--- src/rtl/cache_wb_if.sv ---
// Processor and line-wide memory signals of the write-back cache.
// The cache takes the slave view; the processor/memory side takes the master view.
interface cache_wb_if #(
  parameter int unsigned DATA_W = 8,
  parameter int unsigned ADDR_W = 6,
  parameter int unsigned WORDS  = 2
);
  localparam int unsigned OFF_W   = $clog2(WORDS);
  localparam int unsigned LINE_W  = DATA_W * WORDS;
  localparam int unsigned MADDR_W = ADDR_W - OFF_W;

  logic [ADDR_W-1:0]  pr_addr;
  logic [DATA_W-1:0]  pr_dout;
  logic [DATA_W-1:0]  pr_din;
  logic               pr_rd;
  logic               pr_wr;
  logic               cvalid;
  logic               flush_req;
  logic               flush_busy;
  logic [MADDR_W-1:0] mem_addr;
  logic [LINE_W-1:0]  mem_din;
  logic [LINE_W-1:0]  mem_dout;
  logic               mem_rd;
  logic               mem_wr;
  logic               mem_done;

  modport master (
    output pr_addr, pr_dout, pr_rd, pr_wr, flush_req, mem_dout, mem_done,
    input  pr_din, cvalid, flush_busy, mem_addr, mem_din, mem_rd, mem_wr
  );

  modport slave (
    input  pr_addr, pr_dout, pr_rd, pr_wr, flush_req, mem_dout, mem_done,
    output pr_din, cvalid, flush_busy, mem_addr, mem_din, mem_rd, mem_wr
  );
endinterface

--- src/rtl/cache_wb_param.sv ---
// Parametrised direct-mapped write-back, write-allocate cache with a
// whole-cache flush sweep and saturating hit/miss/write-back counters.
module cache_wb_param #(
  parameter int unsigned DATA_W = 8,
  parameter int unsigned ADDR_W = 6,
  parameter int unsigned LINES  = 4,
  parameter int unsigned WORDS  = 2,
  parameter int unsigned CNT_W  = 16
) (
  input  logic             clk,
  input  logic             reset,
  cache_wb_if.slave        bus,
  output logic [CNT_W-1:0] hit_cnt,
  output logic [CNT_W-1:0] miss_cnt,
  output logic [CNT_W-1:0] wb_cnt
);
  localparam int unsigned OFF_W   = $clog2(WORDS);
  localparam int unsigned IDX_W   = $clog2(LINES);
  localparam int unsigned TAG_W   = ADDR_W - IDX_W - OFF_W;
  localparam int unsigned LINE_W  = DATA_W * WORDS;
  localparam int unsigned MADDR_W = ADDR_W - OFF_W;

  typedef enum logic [2:0] {
    S_INIT, S_IDLE, S_EVICT, S_FETCH, S_SWEEP, S_SWEEP_WB
  } state_t;

  typedef logic [WORDS-1:0][DATA_W-1:0] line_t;

  state_t state_q, state_d;

  line_t            data_q  [LINES];
  logic [TAG_W-1:0] tag_q   [LINES];
  logic [LINES-1:0] valid_q;
  logic [LINES-1:0] dirty_q;

  logic [IDX_W-1:0]   sweep_idx_q, sweep_idx_d;
  logic               mem_rd_q, mem_rd_d;
  logic               mem_wr_q, mem_wr_d;
  logic [MADDR_W-1:0] mem_addr_q, mem_addr_d;
  logic [LINE_W-1:0]  mem_din_q, mem_din_d;
  logic               flush_busy_q;
  logic               after_fill_q;

  logic               init_clr, wr_hit, fill, sweep_clean, miss_inc, wb_inc, hit_inc;
  logic [OFF_W-1:0]   pr_off;
  logic [IDX_W-1:0]   pr_idx;
  logic [TAG_W-1:0]   pr_tag;
  logic [MADDR_W-1:0] pr_line;
  logic               req, hit, cvalid, sweep_last;
  line_t              fill_line;

  // Address decode and hit detection
  assign pr_off     = bus.pr_addr[OFF_W-1:0];
  assign pr_idx     = bus.pr_addr[OFF_W +: IDX_W];
  assign pr_tag     = bus.pr_addr[ADDR_W-1 -: TAG_W];
  assign pr_line    = bus.pr_addr[ADDR_W-1:OFF_W];
  assign req        = bus.pr_rd | bus.pr_wr;
  assign hit        = valid_q[pr_idx] && (tag_q[pr_idx] == pr_tag);
  assign cvalid     = req && hit && (state_q == S_IDLE);
  assign sweep_last = (sweep_idx_q == IDX_W'(LINES - 1));

  // The first IDLE cycle after a fill completes a request already counted as a miss
  assign hit_inc = cvalid && !after_fill_q;

  assign bus.cvalid     = cvalid;
  assign bus.pr_din     = data_q[pr_idx][pr_off];
  assign bus.flush_busy = flush_busy_q;
  assign bus.mem_rd     = mem_rd_q;
  assign bus.mem_wr     = mem_wr_q;
  assign bus.mem_addr   = mem_addr_q;
  assign bus.mem_din    = mem_din_q;

  always_comb begin
    fill_line = line_t'(bus.mem_dout);
    if (bus.pr_wr) fill_line[pr_off] = bus.pr_dout;
  end

  always_ff @(posedge clk) begin
    if (reset) state_q <= S_INIT;
    else       state_q <= state_d;
  end

  always_comb begin
    state_d     = state_q;
    sweep_idx_d = sweep_idx_q;
    mem_rd_d    = mem_rd_q;
    mem_wr_d    = mem_wr_q;
    mem_addr_d  = mem_addr_q;
    mem_din_d   = mem_din_q;
    init_clr    = 1'b0;
    wr_hit      = 1'b0;
    fill        = 1'b0;
    sweep_clean = 1'b0;
    miss_inc    = 1'b0;
    wb_inc      = 1'b0;
    case (state_q)
      S_INIT: begin
        init_clr = 1'b1;
        state_d  = S_IDLE;
      end
      S_IDLE: begin
        if (req) begin
          if (hit) begin
            wr_hit = bus.pr_wr;
          end else begin
            miss_inc = 1'b1;
            if (valid_q[pr_idx] && dirty_q[pr_idx]) begin
              mem_wr_d   = 1'b1;
              mem_addr_d = {tag_q[pr_idx], pr_idx};
              mem_din_d  = data_q[pr_idx];
              state_d    = S_EVICT;
            end else begin
              mem_rd_d   = 1'b1;
              mem_addr_d = pr_line;
              state_d    = S_FETCH;
            end
          end
        end else if (bus.flush_req) begin
          sweep_idx_d = '0;
          state_d     = S_SWEEP;
        end
      end
      S_EVICT: begin
        if (bus.mem_done) begin
          mem_wr_d   = 1'b0;
          mem_rd_d   = 1'b1;
          mem_addr_d = pr_line;
          wb_inc     = 1'b1;
          state_d    = S_FETCH;
        end
      end
      S_FETCH: begin
        if (bus.mem_done) begin
          fill     = 1'b1;
          mem_rd_d = 1'b0;
          state_d  = S_IDLE;
        end
      end
      S_SWEEP: begin
        if (valid_q[sweep_idx_q] && dirty_q[sweep_idx_q]) begin
          mem_wr_d   = 1'b1;
          mem_addr_d = {tag_q[sweep_idx_q], sweep_idx_q};
          mem_din_d  = data_q[sweep_idx_q];
          state_d    = S_SWEEP_WB;
        end else begin
          sweep_idx_d = sweep_idx_q + IDX_W'(1);
          if (sweep_last) state_d = S_IDLE;
        end
      end
      S_SWEEP_WB: begin
        if (bus.mem_done) begin
          mem_wr_d    = 1'b0;
          sweep_clean = 1'b1;
          wb_inc      = 1'b1;
          sweep_idx_d = sweep_idx_q + IDX_W'(1);
          state_d     = sweep_last ? S_IDLE : S_SWEEP;
        end
      end
      default: state_d = S_INIT;
    endcase
  end

  // Registered memory strobes and sweep bookkeeping
  always_ff @(posedge clk) begin
    if (reset) begin
      mem_rd_q     <= 1'b0;
      mem_wr_q     <= 1'b0;
      mem_addr_q   <= '0;
      mem_din_q    <= '0;
      flush_busy_q <= 1'b0;
      sweep_idx_q  <= '0;
      after_fill_q <= 1'b0;
    end else begin
      mem_rd_q     <= mem_rd_d;
      mem_wr_q     <= mem_wr_d;
      mem_addr_q   <= mem_addr_d;
      mem_din_q    <= mem_din_d;
      flush_busy_q <= (state_d == S_SWEEP) || (state_d == S_SWEEP_WB);
      sweep_idx_q  <= sweep_idx_d;
      after_fill_q <= fill;
    end
  end

  // Line state: valid, dirty and tag
  always_ff @(posedge clk) begin
    if (reset) begin
      valid_q <= '0;
      dirty_q <= '0;
    end else begin
      if (init_clr) begin
        valid_q <= '0;
        dirty_q <= '0;
        for (int unsigned i = 0; i < LINES; i++) tag_q[i] <= '0;
      end
      if (wr_hit) dirty_q[pr_idx] <= 1'b1;
      if (fill) begin
        tag_q[pr_idx]   <= pr_tag;
        valid_q[pr_idx] <= 1'b1;
        dirty_q[pr_idx] <= bus.pr_wr;
      end
      if (sweep_clean) dirty_q[sweep_idx_q] <= 1'b0;
    end
  end

  always_ff @(posedge clk) begin
    if (fill)        data_q[pr_idx]         <= fill_line;
    else if (wr_hit) data_q[pr_idx][pr_off] <= bus.pr_dout;
  end

  function automatic logic [CNT_W-1:0] sat_inc(input logic [CNT_W-1:0] c);
    return (c == '1) ? c : c + CNT_W'(1);
  endfunction

  always_ff @(posedge clk) begin
    if (reset) begin
      hit_cnt  <= '0;
      miss_cnt <= '0;
      wb_cnt   <= '0;
    end else begin
      if (hit_inc)  hit_cnt  <= sat_inc(hit_cnt);
      if (miss_inc) miss_cnt <= sat_inc(miss_cnt);
      if (wb_inc)   wb_cnt   <= sat_inc(wb_cnt);
    end
  end
endmodule

--- src/flat_wrapper.sv ---
// flat-port wrapper written by rule: the top's interface ports become plain ports
module cache_wb_param_flat 
#(
  parameter int unsigned DATA_W = 8,
  parameter int unsigned ADDR_W = 6,
  parameter int unsigned LINES  = 4,
  parameter int unsigned WORDS  = 2,
  parameter int unsigned CNT_W  = 16
)
  (clk, reset, hit_cnt, miss_cnt, wb_cnt, bus_pr_addr, bus_pr_dout, bus_pr_rd, bus_pr_wr, bus_flush_req, bus_mem_dout, bus_mem_done, bus_pr_din, bus_cvalid, bus_flush_busy, bus_mem_addr, bus_mem_din, bus_mem_rd, bus_mem_wr);
  cache_wb_if #(.DATA_W(DATA_W), .ADDR_W(ADDR_W), .WORDS(WORDS)) bus_i ();
  input  logic clk;
  input  logic reset;
  output logic [CNT_W-1:0] hit_cnt;
  output logic [CNT_W-1:0] miss_cnt;
  output logic [CNT_W-1:0] wb_cnt;
  input wire logic [$bits(bus_i.pr_addr)-1:0] bus_pr_addr;
  input wire logic [$bits(bus_i.pr_dout)-1:0] bus_pr_dout;
  input wire logic [$bits(bus_i.pr_rd)-1:0] bus_pr_rd;
  input wire logic [$bits(bus_i.pr_wr)-1:0] bus_pr_wr;
  input wire logic [$bits(bus_i.flush_req)-1:0] bus_flush_req;
  input wire logic [$bits(bus_i.mem_dout)-1:0] bus_mem_dout;
  input wire logic [$bits(bus_i.mem_done)-1:0] bus_mem_done;
  output wire logic [$bits(bus_i.pr_din)-1:0] bus_pr_din;
  output wire logic [$bits(bus_i.cvalid)-1:0] bus_cvalid;
  output wire logic [$bits(bus_i.flush_busy)-1:0] bus_flush_busy;
  output wire logic [$bits(bus_i.mem_addr)-1:0] bus_mem_addr;
  output wire logic [$bits(bus_i.mem_din)-1:0] bus_mem_din;
  output wire logic [$bits(bus_i.mem_rd)-1:0] bus_mem_rd;
  output wire logic [$bits(bus_i.mem_wr)-1:0] bus_mem_wr;
  assign bus_i.pr_addr = bus_pr_addr;
  assign bus_i.pr_dout = bus_pr_dout;
  assign bus_i.pr_rd = bus_pr_rd;
  assign bus_i.pr_wr = bus_pr_wr;
  assign bus_i.flush_req = bus_flush_req;
  assign bus_i.mem_dout = bus_mem_dout;
  assign bus_i.mem_done = bus_mem_done;
  assign bus_pr_din = bus_i.pr_din;
  assign bus_cvalid = bus_i.cvalid;
  assign bus_flush_busy = bus_i.flush_busy;
  assign bus_mem_addr = bus_i.mem_addr;
  assign bus_mem_din = bus_i.mem_din;
  assign bus_mem_rd = bus_i.mem_rd;
  assign bus_mem_wr = bus_i.mem_wr;
  cache_wb_param #(.DATA_W(DATA_W), .ADDR_W(ADDR_W), .LINES(LINES), .WORDS(WORDS), .CNT_W(CNT_W)) u_core (.clk(clk), .reset(reset), .bus(bus_i), .hit_cnt(hit_cnt), .miss_cnt(miss_cnt), .wb_cnt(wb_cnt));
endmodule
--- config.mk ---
export PLATFORM = sky130hd
export DESIGN_NAME = cache_wb_param_flat
export DESIGN_NICKNAME = d
export VERILOG_FILES = /design/src/rtl/cache_wb_if.sv /design/src/rtl/cache_wb_param.sv /design/src/flat_wrapper.sv
export SDC_FILE = /design/constraint.sdc
export NUM_CORES = 1
export LEC_CHECK = 0
export ABC_AREA = 1
export CAP_MARGIN = 20
export CORE_ASPECT_RATIO = 2
export CORE_MARGIN = 2
export CORE_UTILIZATION = 30
export DETAILED_ROUTE_END_ITERATION = 7
export PLACE_DENSITY = 0.6
export SLEW_MARGIN = 10
export SYNTH_ARGS = -nofsm -noshare
export SYNTH_HDL_FRONTEND = slang
export SYNTH_SLANG_ARGS = --single-unit
--- constraint.sdc ---
create_clock -name clk -period 2.6 [get_ports clk]
set_input_delay 0.26 -clock clk [delete_from_list [all_inputs] [get_ports clk]]
set_output_delay 0.26 -clock clk [all_outputs]
set_load 0.01 [all_outputs]
==> flow_summary_export.csv <==
group,metric,value,unit
run_status,status,"finished clean",
placed_design,gp_congestion,0.957,
die,io_pins,117,
worst_setup_path,worst-path-max-fanout,10,
synth,ys_warn_count,0,
cts,htree_levels,4,
route,drtIter0Drc,432,
synth,synth_cells,1105,
synth,synthFlopType,"dfxtp_1",
synth,ys_types,46,
run,cap_violations,0,
route,wire_per_inst,18.3,um
layout,diodes,0,
worst_setup_path,worstPathArrival,2.28,ns
route,drt-total-wl,30600,um
synth,synth_top_area_share,26.5,%
synth,async_reset_ff_share,0,%
route,drtAntennaViolNets,0,
die,core-area,28200,um^2
worst_setup_path,cp_top_family,"buffers and inverters",
pwr,p_per_area,635,nW/um^2
sta,max_slew.worst_pin.slew,0.884,ns
die,die_area,30200,um^2
synth,ys_seq_area_share,46.9,%
synth,synth.cell_area,8620,um^2
synth,synth_area_leaders,"edfxtp_1, dfxtp_1, nand2_1",
layout,n_fill_cell,2830,
synth,syn-num-nets,1148,
sta,slew_headroom,40.4,%
hold_path,hold_class,"in2reg",
pwr,leakage,4.55,nW
route,vias,8534,
placed_design,dp_hpwl,23700,um
worst_setup_path,worst_setup_path_start_kind,"input pin",
worst_setup_path,critPathBufInv,7,
grt,first_global_vias,8463,
cts,clkSlewWorstSetupHoldPaths,0.07,ns
worst_setup_path,critical_path_class,"in2out",
synth,synth_most_common_cell,"nand2_1",
sta,slew_violations,0,
cts,cts_tree,"built",
sta,holdWs,0.376,ns
route,routed_via_density,5.10,
placed_design,dpl-instance-area,10900,um^2
grt,grt_max_degree,44,
die,fp.dieH,244,um
grt,overflow,0,
sta,period_minus_slack,2.54,ns
sta,setup_viol,0,
placed_design,portBuffers,116,
worst_setup_path,cp_cell_sequence,"clkdlybuf4s50_1 > buf_4 > inv_2 > nor2_2 > buf_6 > buf_4 > buf_4 > a22oi_1 > nand2_1 > nor2_1 > a31oi_2 > clkdlybuf4s15_1",
sta,fin_crit_sh,97.5,%
grt,grt_pass1_wl,46700,um
synth,yosysTopAreaCell,"edfxtp_1",
synth,ys_seq_elements,164,
placed_design,dpl.cell_count,1634,
die,die_x,124,um
worst_setup_path,crit_slowest_cell,"clkdlybuf4s50_1",
cts,cts_root_buf,"clkbuf_16",
worst_setup_path,cp_data_required_time,2.34,ns
cts,insertion_delay,0.44,ns
cts,numCtsBuffers,17,
layout,drive_gt1_share,14.3,%
layout,stdcell_area,11600,um^2
layout,layout.cells.non_filler,1673,
synth,synth-edff-count,76,
die,num_rows,87,
synth,synthTopCellsByCount,"nand2_1, nor2_1, inv_1",
route,drc_errors,0,
sta,max_freq,394,MHz
worst_setup_path,crit_path_max_incr_delay,0.55,ns
worst_setup_path,crit_top_cell,"buf_4",
synth,avgSynthCellArea,7.80,um^2
sta,hold_viol,0,
cts,postCtsHoldBufs,0,
die,start_util,30.6,%
layout,fin_nets,1347,
cts,clock_path_buffers,2,
sta,fin_worst_skew,0.00931,ns
grt,grt_antenna_before_repair,0,
worst_setup_path,crit_path_end_kind,"output pin",
cts,cts_sinks,164,
grt,grt_usage,20.8,%
layout,areaGrowthSynthToFinish,34.0,%
route,firstDrtPassIters,5,
pwr,ir_drop,0.404,mV
per-layer routing:
metal  share of wire [%]  global-route usage (%)  wire [um]  vias to the layer above
met5                   0                       0          0                        -
met4                 7.1                    14.3       2190                        0
met3                 4.5                    4.47       1370                       91
met2                  57                    40.8      17600                      307
met1                  31                    17.5       9500                     4014
li1                    -                       -          -                     4122
sequential cells by signal, summed over array words and instances (netlist names), named ones only:
| name | flops |
|---|---|
| u_core.data_q | 64 |
| u_core.bus.mem_din | 16 |
| u_core.hit_cnt | 16 |
| u_core.miss_cnt | 16 |
| u_core.wb_cnt | 16 |
| u_core.tag_q | 12 |
| u_core.bus.mem_addr | 5 |
| u_core.dirty_q | 4 |
| u_core.valid_q | 4 |
| u_core.state_q | 3 |
| u_core.sweep_idx_q | 2 |
| u_core.after_fill_q | 1 |
| u_core.bus.flush_busy | 1 |
| u_core.bus.mem_rd | 1 |
| u_core.bus.mem_wr | 1 |
power breakdown:
part           switching [W]  leakage (nW)  internal [W]  total [W]
registers           0.000117          1.41       0.00288    0.00300
logic                0.00103          2.85      0.000760    0.00179
clock network        0.00109         0.291       0.00145    0.00254
total                0.00224          4.55       0.00509    0.00733
final timing paths:
| check | startpoint | to | slack [ns] | depth (start not counted) |
|---|---|---|---|---|
| setup reg to reg | u_core.tag_q[2][1] | u_core.data_q[3][5] | 0.37 | 10 |
| setup / recovery | bus_pr_addr[2] | bus_pr_din[2] | 0.06 | 12 |
| hold reg to reg | u_core.bus.mem_wr | u_core.bus.mem_wr | 0.46 | 2 |
| hold / removal | reset | u_core.state_q[1] | 0.38 | 3 |
worst register-to-register path, delay by kind of cell, from the launching register on:
kind,cells,cell delay (ns)
flip-flops,1,0.44
AO/OA/AOI/OAI,1,0.16
buffers and inverters,1,0.19
AND/OR/NAND/NOR,8,1.15
layout make-up:
| type | count | area [um^2] | share of cell area, % |
|---|---|---|---|
| flip-flops and latches | 164 | 4050 | 35.0 |
| multi-input cells | 792 | 4000 | 34.6 |
| repair buffers | 227 | 2090 | 18.1 |
| well taps | 356 | 445 | 3.85 |
| clock buffers | 18 | 439 | 3.80 |
| inverters | 102 | 385 | 3.33 |
| clock inverters | 14 | 153 | 1.32 |
what timing repair did:
action / 4_1_cts / 5_1_grt
setup buffers: 4 / 3
cloned: 0 / 0
endpoints found under the setup margin: 9 / 7
pin swaps: 0 / 1
resized for setup: 16 / 10
cells in the final DEF (no fill, tap or decap), types with 5 or more instances in the layout:
cell type	instances
nand2_1	268
nor2_1	134
clkdlybuf4s50_1	107
buf_4	101
inv_1	93
dfxtp_1	87
nand3_1	78
a21oi_1	76
edfxtp_1	76
o21ai_0	70
a22oi_1	24
xor2_1	22
nor3_1	17
clkbuf_16	17
a31oi_1	14
nand4_1	8
nor4_1	8
a32o_1	8
o221a_2	7
ha_1	7
buf_12	7
nand2_4	6
nor2_2	5
clkinv_4	5
cells by family (layout without fill, tap and decap cells):
group,count (synthesis),count (layout),share of synthesized area (%)
AO/OA/AOI/OAI,216,216,14.9
XOR/XNOR,25,25,2.54
adder cells (fa/ha/maj),7,7,1.02
buffers and inverters,149,361,7.18
flip-flops,164,164,46.9
AND/OR/NAND/NOR,544,544,27.5
per-stage QoR:
step	TNS [ns]	util, %	total power (W)	worst slack, ns
after floorplan	0	-	0.00398	0.579
after global placement	-8.85	38.5	0.00482	-0.208
after detailed placement	-9.91	38.5	0.00483	-0.200
after CTS	-0.0216	40.8	0.00740	-0.0108
after global routing	-0.00683	41.0	0.00771	-0.00683
final	0	41.0	0.00733	0.0639
Note: power is estimated with default switching activity, not from simulation.
